**src/rtl/ex_mem_buf.sv**
```systemverilog
// ex_mem_buf -- EX/MEM pipeline buffer implemented as a 2-entry in-order FIFO.
//
// Each entry holds {alu_out, zero, store_data, rd, ctrl}. The head entry is
// presented to the memory stage and also serves as the forwarding source for
// the ALU operand muxes.
//
// Optional feature (macro EXMEM_STALL_CNT_EN): when defined, adds output
// stall_cnt, a saturating count of cycles with mem_valid && !mem_ready.
//
// Ports:
//   clk, rst_n          clock; asynchronous active-low reset
//   ex_valid/ex_ready   execute-stage handshake (ex_ready depends on state only)
//   ex_alu_out, ex_zero, ex_store_data, ex_rd, ex_ctrl   incoming payload
//                       (ex_ctrl = {reg_wr, mem_rd, mem_wr})
//   flush               synchronous kill of all stored and incoming entries
//   mem_valid/mem_ready memory-stage handshake for the head entry
//   mem_alu_out, mem_zero, mem_store_data, mem_rd, mem_ctrl   head payload
//   fwd_valid, fwd_rd, fwd_data   forwarding source taken from the head entry
//   stall_cnt           (EXMEM_STALL_CNT_EN only) stall cycle counter
module ex_mem_buf #(
  parameter int XLEN    = 32,
  parameter int RADDR_W = 5
) (
  input  logic               clk,
  input  logic               rst_n,
  input  logic               ex_valid,
  output logic               ex_ready,
  input  logic [XLEN-1:0]    ex_alu_out,
  input  logic               ex_zero,
  input  logic [XLEN-1:0]    ex_store_data,
  input  logic [RADDR_W-1:0] ex_rd,
  input  logic [2:0]         ex_ctrl,
  input  logic               flush,
  output logic               mem_valid,
  input  logic               mem_ready,
  output logic [XLEN-1:0]    mem_alu_out,
  output logic               mem_zero,
  output logic [XLEN-1:0]    mem_store_data,
  output logic [RADDR_W-1:0] mem_rd,
  output logic [2:0]         mem_ctrl,
`ifdef EXMEM_STALL_CNT_EN
  output logic [31:0]        stall_cnt,
`endif
  output logic               fwd_valid,
  output logic [RADDR_W-1:0] fwd_rd,
  output logic [XLEN-1:0]    fwd_data
);

  localparam int ENTRY_W = 2 * XLEN + RADDR_W + 4;

  logic [ENTRY_W-1:0] entry_reg [2];
  logic [ENTRY_W-1:0] ex_entry;
  logic [ENTRY_W-1:0] head_entry;

  logic [1:0] occ_reg, occ_next;
  logic       head_ptr_reg, head_ptr_next;
  logic       tail_ptr_reg, tail_ptr_next;
  logic       accept, pop;
  logic [1:0] wr_en;

  // Handshake flags come from registered occupancy only, so ex_ready has no
  // combinational path from mem_ready or ex_valid.
  assign ex_ready  = (occ_reg != 2'd2);
  assign mem_valid = (occ_reg != 2'd0);

  // flush wins over both accept and pop.
  assign accept = ex_valid && ex_ready && !flush;
  assign pop    = mem_valid && mem_ready && !flush;

  assign ex_entry = {ex_alu_out, ex_zero, ex_store_data, ex_rd, ex_ctrl};

  genvar gi;
  generate
    for (gi = 0; gi < 2; gi++) begin : g_wr_en
      assign wr_en[gi] = accept && (tail_ptr_reg == 1'(gi));
    end
  endgenerate

  always_comb begin
    occ_next      = occ_reg;
    head_ptr_next = head_ptr_reg;
    tail_ptr_next = tail_ptr_reg;
    if (flush) begin
      occ_next      = 2'd0;
      head_ptr_next = 1'b0;
      tail_ptr_next = 1'b0;
    end else begin
      if (accept) tail_ptr_next = ~tail_ptr_reg;
      if (pop)    head_ptr_next = ~head_ptr_reg;
      unique case ({accept, pop})
        2'b10:   occ_next = occ_reg + 2'd1;
        2'b01:   occ_next = occ_reg - 2'd1;
        default: occ_next = occ_reg;
      endcase
    end
  end

  always_ff @(posedge clk or negedge rst_n) begin
    if (!rst_n) begin
      occ_reg      <= 2'd0;
      head_ptr_reg <= 1'b0;
      tail_ptr_reg <= 1'b0;
    end else begin
      occ_reg      <= occ_next;
      head_ptr_reg <= head_ptr_next;
      tail_ptr_reg <= tail_ptr_next;
    end
  end

  // Payload storage; stale contents after a flush are harmless because
  // mem_valid/fwd_valid are gated by occupancy.
  always_ff @(posedge clk or negedge rst_n) begin
    if (!rst_n) begin
      for (int i = 0; i < 2; i++) entry_reg[i] <= '0;
    end else begin
      for (int i = 0; i < 2; i++) begin
        if (wr_en[i]) entry_reg[i] <= ex_entry;
      end
    end
  end

  assign head_entry = entry_reg[head_ptr_reg];
  assign {mem_alu_out, mem_zero, mem_store_data, mem_rd, mem_ctrl} = head_entry;

  // Forwarding: only a valid head that writes a non-zero register qualifies.
  assign fwd_valid = mem_valid && mem_ctrl[2] && (mem_rd != '0);
  assign fwd_rd    = mem_rd;
  assign fwd_data  = mem_alu_out;

`ifdef EXMEM_STALL_CNT_EN
  logic [31:0] stall_cnt_reg;

  // Counts memory-side stall cycles; deliberately ignores flush.
  always_ff @(posedge clk or negedge rst_n) begin
    if (!rst_n) begin
      stall_cnt_reg <= '0;
    end else if (mem_valid && !mem_ready && (stall_cnt_reg != 32'hFFFF_FFFF)) begin
      stall_cnt_reg <= stall_cnt_reg + 32'd1;
    end
  end

  assign stall_cnt = stall_cnt_reg;
`endif

endmodule
```
**config.mk**
```make
export PLATFORM = sky130hd
export DESIGN_NAME = ex_mem_buf
export DESIGN_NICKNAME = d
export VERILOG_FILES = /design/src/rtl/ex_mem_buf.sv
export SDC_FILE = /design/constraint.sdc
export NUM_CORES = 1
export LEC_CHECK = 0
export ABC_AREA = 1
export BUFFER_PORTS_ARGS = -buffer_cell sky130_fd_sc_hd__buf_4
export CAP_MARGIN = 10
export CORE_ASPECT_RATIO = 2
export CORE_MARGIN = 8
export CORE_UTILIZATION = 45
export DETAILED_ROUTE_END_ITERATION = 6
export PLACE_DENSITY_LB_ADDON = 0.15
export SYNTH_ARGS = -nofsm -noshare
export SYNTH_HDL_FRONTEND = slang
export SYNTH_SLANG_ARGS = --single-unit
```
**constraint.sdc**
```tcl
create_clock -name clk -period 2.15 [get_ports clk]
set_input_delay 0.645 -clock clk [delete_from_list [all_inputs] [get_ports clk]]
set_output_delay 0.645 -clock clk [all_outputs]
set_load 0.05 [all_outputs]
```
# Word level (Yosys, flattened, before mapping)
# Index checks and enable logic that the tools add are counted.
# W data, S select, Z words.
[word_totals]
regBits = 150
output_inout_bits = 113
wordCells = 37
[classes]
addsub = 2
order_cmp = 1
n_eq_ne = 3
mux = 9
bitwise_logic = 3
n_reduce_logical = 14
[op_table]
columns = ["cell", "n"]
rows = [
  ["$mux W73", 3],
  ["$logic_and A1 B1 Y1", 8],
  ["$reduce_bool A2 Y1", 3],
  ["$reduce_bool A5 Y1", 1],
  ["$mux W1", 4],
  ["$pmux W2 S2", 1],
  ["$reduce_bool A3 Y1", 1],
  ["$add A2 B1 Y2 const B", 1],
  ["$eq A2 B1 Y1 const B", 1],
  ["$eq A2 B2 Y1 const B", 1],
  ["$ge A2 B2 Y1 const B", 1],
  ["$mux W2", 1],
  ["$ne A2 B2 Y1 const B", 1],
  ["$not A1 Y1", 2],
  ["$not A1 Y2", 1],
  ["$sub A2 B1 Y2 const B", 1],
  ["$logic_not A1 Y1", 1],
]

# Logic depth before layout (Yosys ltp)
[depth]
depth_word = 6
ltp_mapped = 9
ltp_nobuf = 9

# Least setup slack after synthesis
# OpenSTA, ideal clock, no wires.
[synth_path]
kind = "reg2out"
from = "register head_ptr_reg"
to = "output fwd_valid"
t_arrival_ps = 2011
t_required_ps = 1505
setup_slack_ps = -506
stages_incl_launch_ff = 7
n_path_buf = 1
cell_sequence = "dfrtp_1 -> inv_1 -> buf_2 -> nand2_1 -> nand2_1 -> nor2_1 -> a31oi_1"
[synth_between]
elab_chain_cells = 6
[synth_rtl]
columns = ["element", "line", "source"]
rows = [
  ["start, declared", "56", "logic head_ptr_reg, head_ptr_next;"],
  ["start signal, assigned", "105", "head_ptr_reg <= head_ptr_next;"],
  ["$not A1 Y2 (implied by the code)", "122", "assign head_entry = entry_reg[head_ptr_reg];"],
  ["$mux W73 (implied by the code) (3 in a row)", "122", ""],
  ["via fwd_rd[0]", "45", "output logic [RADDR_W-1:0] fwd_rd,"],
  ["$reduce_bool A5 Y1", "126", "assign fwd_valid = mem_valid && mem_ctrl[2] && (mem_rd != '0);"],
  ["$logic_and A1 B1 Y1", "126", ""],
  ["end, declared", "44", "output logic fwd_valid,"],
]
# The timed path passes the listed nets, and every way through them passes these cells. The select of a mux whose other input is x is not followed.

# Final worst setup path
[layout_path]
from = "register head_ptr_reg"
to = "output fwd_valid"
[layout_between]
elab_chain_cells = 6
[layout_rtl]
columns = ["element", "line"]
rows = [
  ["$not A1 Y2 (implied by the code) (*)", "122"],
  ["$mux W73 (implied by the code) (*) (3 in a row)", "122"],
  ["$reduce_bool A5 Y1 / $logic_and A1 B1 Y1 (equally long branches)", "126"],
  ["$logic_and A1 B1 Y1 (*)", "126"],
]
# Mark *: on every way between the ends. The rest lies on a longest branch, timed or not. The select of a mux whose other input is x is not followed.

==> impl_metrics.env <==
export IMPL_clk_pin_slew_ps=60
export IMPL_tightest_slew_ps=557.0
export IMPL_total_power_mw=19.24
export IMPL_die_w_um=107.4
export IMPL_clock_latency_ps=410
export IMPL_multi_input_area_sq_mm=0.002913
export IMPL_async_flop_share_pct=100.0
export IMPL_ant_nets=0
export IMPL_wl_per_cell_um=14.24
export IMPL_ff2ff_path_depth=8
export IMPL_switching_power_mw=9.023
export IMPL_synth_edf_count=0
export IMPL_fin_skew_ps=6.105
export IMPL_syn_avg_cell_area_sq_um=8.745
export IMPL_power_frac_seq_pct=24.9
export IMPL_track_usage_pct=16.19
export IMPL_fin_cells=1228
export IMPL_power_density_mw_per_mm2=1901
export IMPL_synth_most_common_cell="nand2_1"
export IMPL_pwr_share_clk_pct=17.2
export IMPL_cts_sinks=150
export IMPL_wirelength_mm=17.48
export IMPL_area_growth_pct=34.54
export IMPL_synthesis_area_sq_mm=0.007521
export IMPL_maxCapViolCount=0
export IMPL_synth_seq_cells=150
export IMPL_synthCells=860
export IMPL_p_leak_nw=5.348
export IMPL_first_pass_iters=4
export IMPL_die_y_um=198.8
export IMPL_antenna_cells=0
export IMPL_cp_startpoint="head_ptr_reg"
export IMPL_synth_ff_type="dfrtp_1"
export IMPL_status="complete, but fails checks"
export IMPL_critPathLaunchType="flip-flop"
export IMPL_slew_viol_final=0
export IMPL_clk_path_buf_depth=2
export IMPL_post_route_util_pct=60.96
export IMPL_fmax_mhz=438.2
export IMPL_grt_max_degree=105
export IMPL_fillers=1470
export IMPL_synth_fp_nets=938
export IMPL_die_area_sq_mm=0.02136
export IMPL_finalHoldWorstSlack_ps=142.9
export IMPL_grt_antenna_before_repair=0
export IMPL_combPwrFrac_pct=57.9
export IMPL_hold_path_class="in2async"
export IMPL_cts_max_level=4
export IMPL_fin_nets=1089
export IMPL_grt_pass1_vias=5733
export IMPL_grt_pass1_wl_mm=27.88
export IMPL_drive_above_1_share_pct=42.12
export IMPL_synth_largest_area_cell="dfrtp_1"
export IMPL_ir_worst_vdd_mv=1.460
export IMPL_setup_violations=103
export IMPL_synthTopCellsByCount="nand2_1, dfrtp_1, o21ai_2"
export IMPL_regToRegStartpoint="occ_reg[0]"
export IMPL_critPathKind="reg2out"
export IMPL_slew_headroom_pct=62.87
export IMPL_start_util_pct=45.31
export IMPL_synth_distinct_cells=22
export IMPL_ys_seq_area_share_pct=49.91
export IMPL_tns_ps=-5470
export IMPL_cts_buffers=17
export IMPL_regArea_sq_mm=0.003755
export IMPL_period_needed_ps=2282
export IMPL_rows=67
export IMPL_fin_crit_sh_pct=106.1
export IMPL_fin_area_sq_mm=0.01012
export IMPL_synth_area_top_cells="dfrtp_1, nand2_1, o21ai_2"
export IMPL_violations="negative setup slack"
export IMPL_end_kind="output port"
export IMPL_port_buffers=190
export IMPL_yosys_warnings=0
export IMPL_hold_viol_final=0
export IMPL_vias=5752
export IMPL_grt_overflow=0
export IMPL_cp_arrival_ps=1640
export IMPL_root_buffer="clkbuf_16"
export IMPL_io_pins=191
export IMPL_largest_reg_flops=146
export IMPL_core_area_sq_mm=0.01660
export IMPL_dp_cells=1189
export IMPL_dp_hpwl_mm=11.56
export IMPL_place_area_sq_mm=0.008802
export IMPL_dp_slack_ps=158.9
export IMPL_yosys_area_top_type_share_pct=49.91
export IMPL_path_max_fanout=7
export IMPL_drt_iter0_drc=236
export IMPL_p_int_mw=10.22
export IMPL_gp_congestion=0.7783
export IMPL_p_sw_share_pct=46.90
export IMPL_grt_setup_unrepaired="yes"
export IMPL_cts_tree="done"
export IMPL_post_route_drc_count=0
export IMPL_hold_buffers=0
export IMPL_avgViaCountPerCell=4.684
export IMPL_post_route_worst_setup_slack_ps=-131.8
export IMPL_worstPathRequired_ps=1500
-- cell usage in the layout, fill, tap and decap left out, types with 5 or more instances in the layout --
cell type and n:
nand2_1 336, dfrtp_1 149, o21ai_2 130, buf_4 106
buf_6 84, inv_1 79, nand2_2 39, clkbuf_16 20
buf_8 14, o21ai_1 13, buf_12 9, o21ai_0 6
bufinv_16 6, nand2_4 5
-- worst max-delay path: stages (launching register included) --
cell	delay, ps
dfrtp_2	480
buf_6	170
nand2_1	60
nand2_2	100
nand2_4	70
a31oi_4	160
buf_6	180
-- layer usage --
layer / GRT usage, % / up-vias / share of wire [%]
met5: 0 / - / 0
met4: 5.124 / 0 / 1.1
met3: 4.672 / 18 / 6.9
met2: 25.98 / 148 / 49
met1: 20.46 / 2669 / 43
li1: - / 2917 / -
-- power groups by stage --
stage          Sequential [mW]  Combinational [mW]  Clock [mW]
2_1_floorplan             4.64                7.90           0
3_3_place_gp              4.76                9.83           0
3_5_place_dp              4.80                9.92           0
4_1_cts                   4.77                10.9        3.40
5_1_grt                   4.95                11.8        3.52
6_report                  4.78                11.1        3.32
-- worst paths after layout --
path	endpoint	slack (ps)
setup / recovery	fwd_valid	-130
hold / removal	entry_reg[130]	140
setup reg to reg	entry_reg[136]	510
hold reg to reg	entry_reg[139]	480
max in group asynchronous	entry_reg[76]	1380
min in group clk	entry_reg[139]	480
-- kinds of logic (layout without fill, tap and decap cells) --
kind of cell           count (synthesis)  after routing  synth area share, %
AOI/OAI and AO/OA                    152            152                16.57
DFF                                  150            150                49.91
buffers and inverters                168            329                13.48
and+or+nand+nor                      390            390                20.05
-- cell type report --
class | count | area share (%)
timing repair buffer | 216 | 21.81
tap | 207 | 2.560
sequential | 150 | 37.11
timing repair inverter | 1 | 0.08656
inverter | 83 | 3.153
multi-input combinational | 542 | 28.79
clock buffer | 20 | 4.513
clock inverter | 9 | 1.978
-- repair_timing --
action | CTS | global route
resized for setup | 115 | 34
endpoints found under the hold margin | 0 | 0
endpoints found under the setup margin | 101 | 110
pin swaps | 4 | 4
cloned | 1 | 3
buffers inserted | 4 | 2
(Power assumes the default switching activity.)
